--- config.mk ---
export PLATFORM = sky130hd
export DESIGN_NAME = master_cmd_port
export DESIGN_NICKNAME = d
export VERILOG_FILES = /design/src/rtl/master_cmd_port_pkg.sv /design/src/rtl/master_cmd_port_burst_addr_gen.sv /design/src/rtl/master_cmd_port.sv
export SDC_FILE = /design/constraint.sdc
export NUM_CORES = 1
export LEC_CHECK = 0
export ABC_CLOCK_PERIOD_IN_PS = 2850
export CORE_UTILIZATION = 45
export CTS_BUF_LIST = sky130_fd_sc_hd__clkbuf_2 sky130_fd_sc_hd__clkbuf_4 sky130_fd_sc_hd__clkbuf_8
export DETAILED_ROUTE_END_ITERATION = 16
export GPL_TIMING_DRIVEN = 1
export PLACE_DENSITY = 0.86
export SKIP_CTS_REPAIR_TIMING = 1
export SLEW_MARGIN = 20
export SYNTH_ARGS = -nofsm -noshare
export SYNTH_HDL_FRONTEND = slang
export SYNTH_SLANG_ARGS = --single-unit
--- constraint.sdc ---
create_clock -name clk -period 2.85 [get_ports clk]
set_clock_uncertainty 0.15 [all_clocks]
set_input_delay 0.57 -clock clk [delete_from_list [all_inputs] [get_ports clk]]
set_output_delay 0.57 -clock clk [all_outputs]
set_load 0.005 [all_outputs]
--- src/rtl/master_cmd_port_pkg.sv ---
// master_cmd_port_pkg
// Shared definitions for the master command port:
//   - FSM state encoding
//   - burst_mode codes and their mapping to a beat count
//   - width and position of the slave-select field inside the command address
package master_cmd_port_pkg;

    typedef enum logic [2:0] {
        ST_IDLE  = 3'd0,
        ST_REQ   = 3'd1,
        ST_XFER  = 3'd2,
        ST_SPLIT = 3'd3,
        ST_DONE  = 3'd4
    } state_e;

    // burst_mode codes; every other code is treated as a single beat
    localparam logic [2:0] BURST_SINGLE = 3'd0;
    localparam logic [2:0] BURST_8      = 3'd1;
    localparam logic [2:0] BURST_16     = 3'd2;

    // Wide enough to hold the largest beat count (16)
    localparam int BEAT_CNT_W = 5;

    // The slave select sits in the top SLV_SEL_W bits of the command address;
    // the local address occupies the remaining low bits starting at bit 0.
    localparam int SLV_SEL_W = 2;

    function automatic int slv_sel_lsb(input int addr_w);
        return addr_w - SLV_SEL_W;
    endfunction

    function automatic logic [BEAT_CNT_W-1:0] beats_for_mode(input logic [2:0] mode);
        logic [BEAT_CNT_W-1:0] beats;
        case (mode)
            BURST_8:  beats = 5'd8;
            BURST_16: beats = 5'd16;
            default:  beats = 5'd1;
        endcase
        return beats;
    endfunction

endpackage

--- src/rtl/master_cmd_port_burst_addr_gen.sv ---
// burst_addr_gen
// Holds the beat counter plus the running beat address and write data.
// The address wraps inside the local address space, so the slave never changes.
// Ports:
//   clk, reset       clock, synchronous active-low reset
//   load             capture start address/data/beat total, beat index -> 0
//   advance          current beat completed, step to the next one
//   start_addr       first local address
//   start_data       first write data value
//   beat_total       number of beats in the burst
//   beat_addr        local address of the current beat
//   beat_wdata       write data of the current beat
//   last_beat        current beat is the final one of the burst
module burst_addr_gen
    import master_cmd_port_pkg::*;
#(
    parameter int LADDR_W = 12,
    parameter int DATA_W  = 8
) (
    input  logic                  clk,
    input  logic                  reset,
    input  logic                  load,
    input  logic                  advance,
    input  logic [LADDR_W-1:0]    start_addr,
    input  logic [DATA_W-1:0]     start_data,
    input  logic [BEAT_CNT_W-1:0] beat_total,
    output logic [LADDR_W-1:0]    beat_addr,
    output logic [DATA_W-1:0]     beat_wdata,
    output logic                  last_beat
);

    logic [BEAT_CNT_W-1:0] beat_idx_r;
    logic [BEAT_CNT_W-1:0] beat_total_r;
    logic [LADDR_W-1:0]    addr_r;
    logic [DATA_W-1:0]     data_r;

    // Beat counter with running address and data; all wrap naturally at their width
    always_ff @(posedge clk) begin
        if (!reset) begin
            beat_idx_r   <= {BEAT_CNT_W{1'b0}};
            beat_total_r <= {BEAT_CNT_W{1'b0}};
            addr_r       <= {LADDR_W{1'b0}};
            data_r       <= {DATA_W{1'b0}};
        end else if (load) begin
            beat_idx_r   <= {BEAT_CNT_W{1'b0}};
            beat_total_r <= beat_total;
            addr_r       <= start_addr;
            data_r       <= start_data;
        end else if (advance) begin
            beat_idx_r   <= beat_idx_r + BEAT_CNT_W'(1);
            addr_r       <= addr_r + LADDR_W'(1);
            data_r       <= data_r + DATA_W'(1);
        end else begin
            beat_idx_r   <= beat_idx_r;
            beat_total_r <= beat_total_r;
            addr_r       <= addr_r;
            data_r       <= data_r;
        end
    end

    assign beat_addr  = addr_r;
    assign beat_wdata = data_r;
    // After reset beat_total_r is 0, so total-1 never matches index 0
    assign last_beat  = (beat_idx_r == (beat_total_r - BEAT_CNT_W'(1)));

endmodule

--- src/rtl/master_cmd_port.sv ---
// master_cmd_port
// Bus master that turns a single command strobe into a 1/8/16-beat read or
// write burst, handling arbitration (grant), split responses and grant loss.
// Ports:
//   clk, reset                     clock, synchronous active-low reset
//   enable, read_en, burst_mode    command strobe, direction, beat-count code
//   data_in, addr_in               first write data, {slave_sel, start address}
//   request / grant                arbitration request and bus grant
//   bus_valid, bus_write           beat valid and direction
//   bus_slave_sel, bus_addr        current beat target
//   bus_wdata                      current beat write data
//   bus_ready, bus_rdata           beat accept and read data (same cycle)
//   bus_split, split_resume        split response and its release
//   rd_data, rd_valid              registered read data and 1-cycle strobe
//   done, busy                     end-of-transaction pulse, not-idle flag
module master_cmd_port
    import master_cmd_port_pkg::*;
#(
    parameter int DATA_W = 8,
    parameter int ADDR_W = 14
) (
    input  logic                   clk,
    input  logic                   reset,
    input  logic                   enable,
    input  logic                   read_en,
    input  logic [2:0]             burst_mode,
    input  logic [DATA_W-1:0]      data_in,
    input  logic [ADDR_W-1:0]      addr_in,
    output logic                   request,
    input  logic                   grant,
    output logic                   bus_valid,
    output logic                   bus_write,
    output logic [SLV_SEL_W-1:0]   bus_slave_sel,
    output logic [ADDR_W-3:0]      bus_addr,
    output logic [DATA_W-1:0]      bus_wdata,
    input  logic                   bus_ready,
    input  logic [DATA_W-1:0]      bus_rdata,
    input  logic                   bus_split,
    input  logic                   split_resume,
    output logic [DATA_W-1:0]      rd_data,
    output logic                   rd_valid,
    output logic                   done,
    output logic                   busy
);

    localparam int LADDR_W = ADDR_W - SLV_SEL_W;
    localparam int SEL_LSB = slv_sel_lsb(ADDR_W);

    state_e                  state_r;
    logic                    read_r;
    logic [SLV_SEL_W-1:0]    slave_sel_r;
    logic                    request_r;
    logic                    bus_valid_r;
    logic                    bus_write_r;
    logic [DATA_W-1:0]       rd_data_r;
    logic                    rd_valid_r;
    logic                    done_r;
    logic                    busy_r;

    logic                    load_s;
    logic                    hs_s;
    logic                    last_beat_s;
    logic [LADDR_W-1:0]      beat_addr_s;
    logic [DATA_W-1:0]       beat_wdata_s;

    // A command is accepted only in IDLE; a beat completes on ready while valid
    assign load_s = (state_r == ST_IDLE) && enable;
    assign hs_s   = (state_r == ST_XFER) && bus_ready;

    burst_addr_gen #(
        .LADDR_W (LADDR_W),
        .DATA_W  (DATA_W)
    ) u_addr_gen (
        .clk        (clk),
        .reset      (reset),
        .load       (load_s),
        .advance    (hs_s),
        .start_addr (addr_in[LADDR_W-1:0]),
        .start_data (data_in),
        .beat_total (beats_for_mode(burst_mode)),
        .beat_addr  (beat_addr_s),
        .beat_wdata (beat_wdata_s),
        .last_beat  (last_beat_s)
    );

    // Transaction FSM; outputs are registered alongside the state so they track it exactly
    always_ff @(posedge clk) begin
        if (!reset) begin
            state_r     <= ST_IDLE;
            read_r      <= 1'b0;
            slave_sel_r <= {SLV_SEL_W{1'b0}};
            request_r   <= 1'b0;
            bus_valid_r <= 1'b0;
            bus_write_r <= 1'b0;
            rd_data_r   <= {DATA_W{1'b0}};
            rd_valid_r  <= 1'b0;
            done_r      <= 1'b0;
            busy_r      <= 1'b0;
        end else begin
            rd_valid_r <= 1'b0;
            done_r     <= 1'b0;
            case (state_r)
                ST_IDLE: begin
                    if (enable) begin
                        read_r      <= read_en;
                        slave_sel_r <= addr_in[SEL_LSB +: SLV_SEL_W];
                        request_r   <= 1'b1;
                        busy_r      <= 1'b1;
                        state_r     <= ST_REQ;
                    end
                end
                ST_REQ: begin
                    if (grant) begin
                        bus_valid_r <= 1'b1;
                        bus_write_r <= ~read_r;
                        state_r     <= ST_XFER;
                    end
                end
                ST_XFER: begin
                    // A completed beat wins over split and grant loss in the same cycle
                    if (bus_ready) begin
                        if (read_r) begin
                            rd_data_r  <= bus_rdata;
                            rd_valid_r <= 1'b1;
                        end
                        if (last_beat_s) begin
                            bus_valid_r <= 1'b0;
                            bus_write_r <= 1'b0;
                            request_r   <= 1'b0;
                            done_r      <= 1'b1;
                            state_r     <= ST_DONE;
                        end
                    end else if (bus_split) begin
                        bus_valid_r <= 1'b0;
                        bus_write_r <= 1'b0;
                        state_r     <= ST_SPLIT;
                    end else if (!grant) begin
                        bus_valid_r <= 1'b0;
                        bus_write_r <= 1'b0;
                        state_r     <= ST_REQ;
                    end
                end
                ST_SPLIT: begin
                    if (split_resume) begin
                        bus_valid_r <= 1'b1;
                        bus_write_r <= ~read_r;
                        state_r     <= ST_XFER;
                    end
                end
                ST_DONE: begin
                    busy_r  <= 1'b0;
                    state_r <= ST_IDLE;
                end
                default: begin
                    request_r   <= 1'b0;
                    bus_valid_r <= 1'b0;
                    bus_write_r <= 1'b0;
                    busy_r      <= 1'b0;
                    state_r     <= ST_IDLE;
                end
            endcase
        end
    end

    assign request       = request_r;
    assign bus_valid     = bus_valid_r;
    assign bus_write     = bus_write_r;
    assign bus_slave_sel = slave_sel_r;
    assign bus_addr      = beat_addr_s;
    assign bus_wdata     = beat_wdata_s;
    assign rd_data       = rd_data_r;
    assign rd_valid      = rd_valid_r;
    assign done          = done_r;
    assign busy          = busy_r;

endmodule

==> results.yml <==
route:
  routedWlPerCell_um: 14.11
  vias: 2244
  avgViaCountPerCell: 5.460
  drtIter0Drc: 124
  ant_nets: 0
  routed_wl_um: 5799
  remaining_drc_errors: 0
  first_pass_iters: 5
cells_and_area:
  final_area_sq_um: 3211
  drive_gt1_frac: 0.05233
  register_area_sq_um: 960.9
  synthToLayoutAreaGrowth_pct: 41.22
  post-route-util: 0.6709
  multi_input_area_sq_um: 1222
  antenna_cells: 0
  nFillCells: 403
  finalNetCount: 389
synth:
  synth_top_cell_area_share: 0.4227
  syn_avg_cell_area_sq_um: 8.389
  netlist-cell-type-count: 39
  synth.most_common_cell: "dfxtp_1"
  synth_flop_cell: "dfxtp_1"
  synthArstFlopShare: 0
  netlist_top_cells_area: "dfxtp_1 42%, nand2_1 5.6%, xnor2_1 5.4%, o21ai_0 5.3%, a21oi_1 4.6%"
  synth_warnings: 0
  syn_nets: 316
  yosys.area.top_type: "dfxtp_1"
  syn_inst: 271
  synthesis.area_sq_um: 2273
  ys_seq_elements: 48
  synth.yosys.seq_area_share: 0.4227
  synth_edf_count: 0
  yosys-top-cells-count: "48 x dfxtp_1, 34 x nand2_1, 24 x o21ai_0, 21 x a21oi_1, 17 x nand3_1"
power:
  leakage_nw: 1.090
  cellPowerDensity_nw_per_um2: 466.5
  power.total_w: 0.001498
  ir_drop_v: 0.0003523
timing:
  rsz0062_at_grt: "no"
  tns_ps: 0
  tightest_slew_ps: 543.9
  drv_slew: 0
  hold_viol: 0
  min_period_ps: 2162
  slew_headroom: 0.6280
  setup_viol: 0
  max_freq_mhz: 462.6
  fin_ws_ps: 688.5
  period_share: 0.7584
setup_path:
  setup.worst_path.class: "in -> reg"
  slowest_delay_ps: 590
  cpLargestDelayFamily: "buffers and inverters"
  start_kind: "input port"
  path_cells: "clkdlybuf4s50_1 > nor4bb_4 > buf_4 > nand2_1 > nand2_1 > a21boi_0"
  rr_startpoint: "u_addr_gen.beat_total_r[0]"
  cpMaxStageDelayCell: "clkdlybuf4s50_1"
  cp_max_fo: 21
  cp.required_ps: 2880
  crit_arrival_ps: 2190
  path_common_cell: "nand2_1"
  endpoint_kind: "register"
  cp-startpoint: "bus_ready"
  crit_buf_inv: 2
job:
  maxCapViolations: 0
global_routing:
  grtUsageTotal: 0.2331
  grt_pass1_wl_um: 9818
  grt_pass1_vias: 2074
  antenna_found_initial: 0
  gr-total-overflow: 0
  grt_max_degree: 35
outcome:
  outcome: "complete, no violations"
die:
  die_w_um: 73.08
  die_h_um: 73.08
  io_pins: 77
  coreArea_sq_um: 4786
  row_count: 25
  start_util: 0.4750
  die-area_sq_um: 5340
placed_design:
  dpl.hpwl_um: 4183
  pre_cts_slack_ps: 396.3
  io_buffers: 76
  place_area_sq_um: 3114
  place_congestion: 0.8341
cts:
  tritoncts: "yes"
  numCtsBuffers: 5
  clock_sinks: 48
  root_buffer: "clkbuf_8"
  clock_latency_ps: 290
  htreeDepth: 2
  clk_pin_slew_ps: 80
  cts_buffer_depth: 2
hold_path:
  min_from: "rd_data[1]"
  hold_path_class: "reg -> reg"
-- layer usage --
metal	vias to the layer above	wire, um	track usage
met1	1076	2540	0.3165
met3	4	295	0.03591
li1	1100	-	-
met5	-	0	0
met2	64	2919	0.3817
met4	0	43	0.06754
-- worst reg2reg max path, cell delays in order (launching register included) --
cell and delay [ps]:
dfxtp_1 390, inv_1 60, ha_1 300, xor2_1 220, o2111ai_1 220, a221oi_1 370, o22ai_1 130
-- worst paths after layout --
path,slack [ps],end,cells after the start
worst min register to register,320,rd_data[1],2
worst max-delay path,690,rd_data[7],6
worst max register to register,910,bus_write,6
worst min-delay path,320,rd_data[1],2
-- metrics by stage --
step | instances | hold slack (ps)
floorplan | 271 | 301.7
finish | 411 | 315.5
detailed placement | 404 | 306.5
global placement | 404 | 299.9
global route | 411 | 337.6
CTS | 411 | 317.9
-- placed cells by master, fill, tap and decap left out, types with 6 or more instances in the layout --
| cell | n |
|---|---|
| dfxtp_1 | 48 |
| clkdlybuf4s50_1 | 76 |
| inv_1 | 7 |
| a21oi_1 | 21 |
| o21ai_0 | 24 |
| nor3_1 | 9 |
| xnor2_1 | 14 |
| buf_4 | 8 |
| clkbuf_8 | 7 |
| xor2_1 | 6 |
| nand2_1 | 34 |
| nor2_1 | 14 |
| nand3_1 | 17 |
| a21boi_0 | 13 |
-- flip-flops by register name, summed over array words and instances, names as in the netlist, 2 cells and up --
register	count
u_addr_gen.beat_addr	12
rd_data	8
u_addr_gen.beat_wdata	8
u_addr_gen.beat_idx_r	5
state_r	3
u_addr_gen.beat_total_r	3
bus_slave_sel	2
-- cells by family (layout without fill, tap and decap cells) --
family	count (synthesis)	in the layout	share of synthesized area
AND/OR/NAND/NOR	100	100	0.2207
AO/OA/AOI/OAI	71	71	0.1893
flip-flops	48	48	0.4227
buffers and inverters	25	98	0.04898
XOR/XNOR	21	21	0.08696
adder cells (fa/ha/maj)	4	4	0.02202
multiplexers	2	2	0.009356
-- final cells by class --
cell class                 count  area share
sequential                    48      0.2993
inverter                       7    0.008184
clock buffer                   7     0.03001
timing repair buffer          84      0.2557
multi-input combinational    198      0.3807
tap                           67     0.02611
-- report_power, final --
part	switching [W]	internal, W
combinational	0.000116	0.000179
sequential	0.0000567	0.000714
clock	0.000215	0.000216
total	0.000388	0.00111
Note: power is estimated with default switching activity, not from simulation.
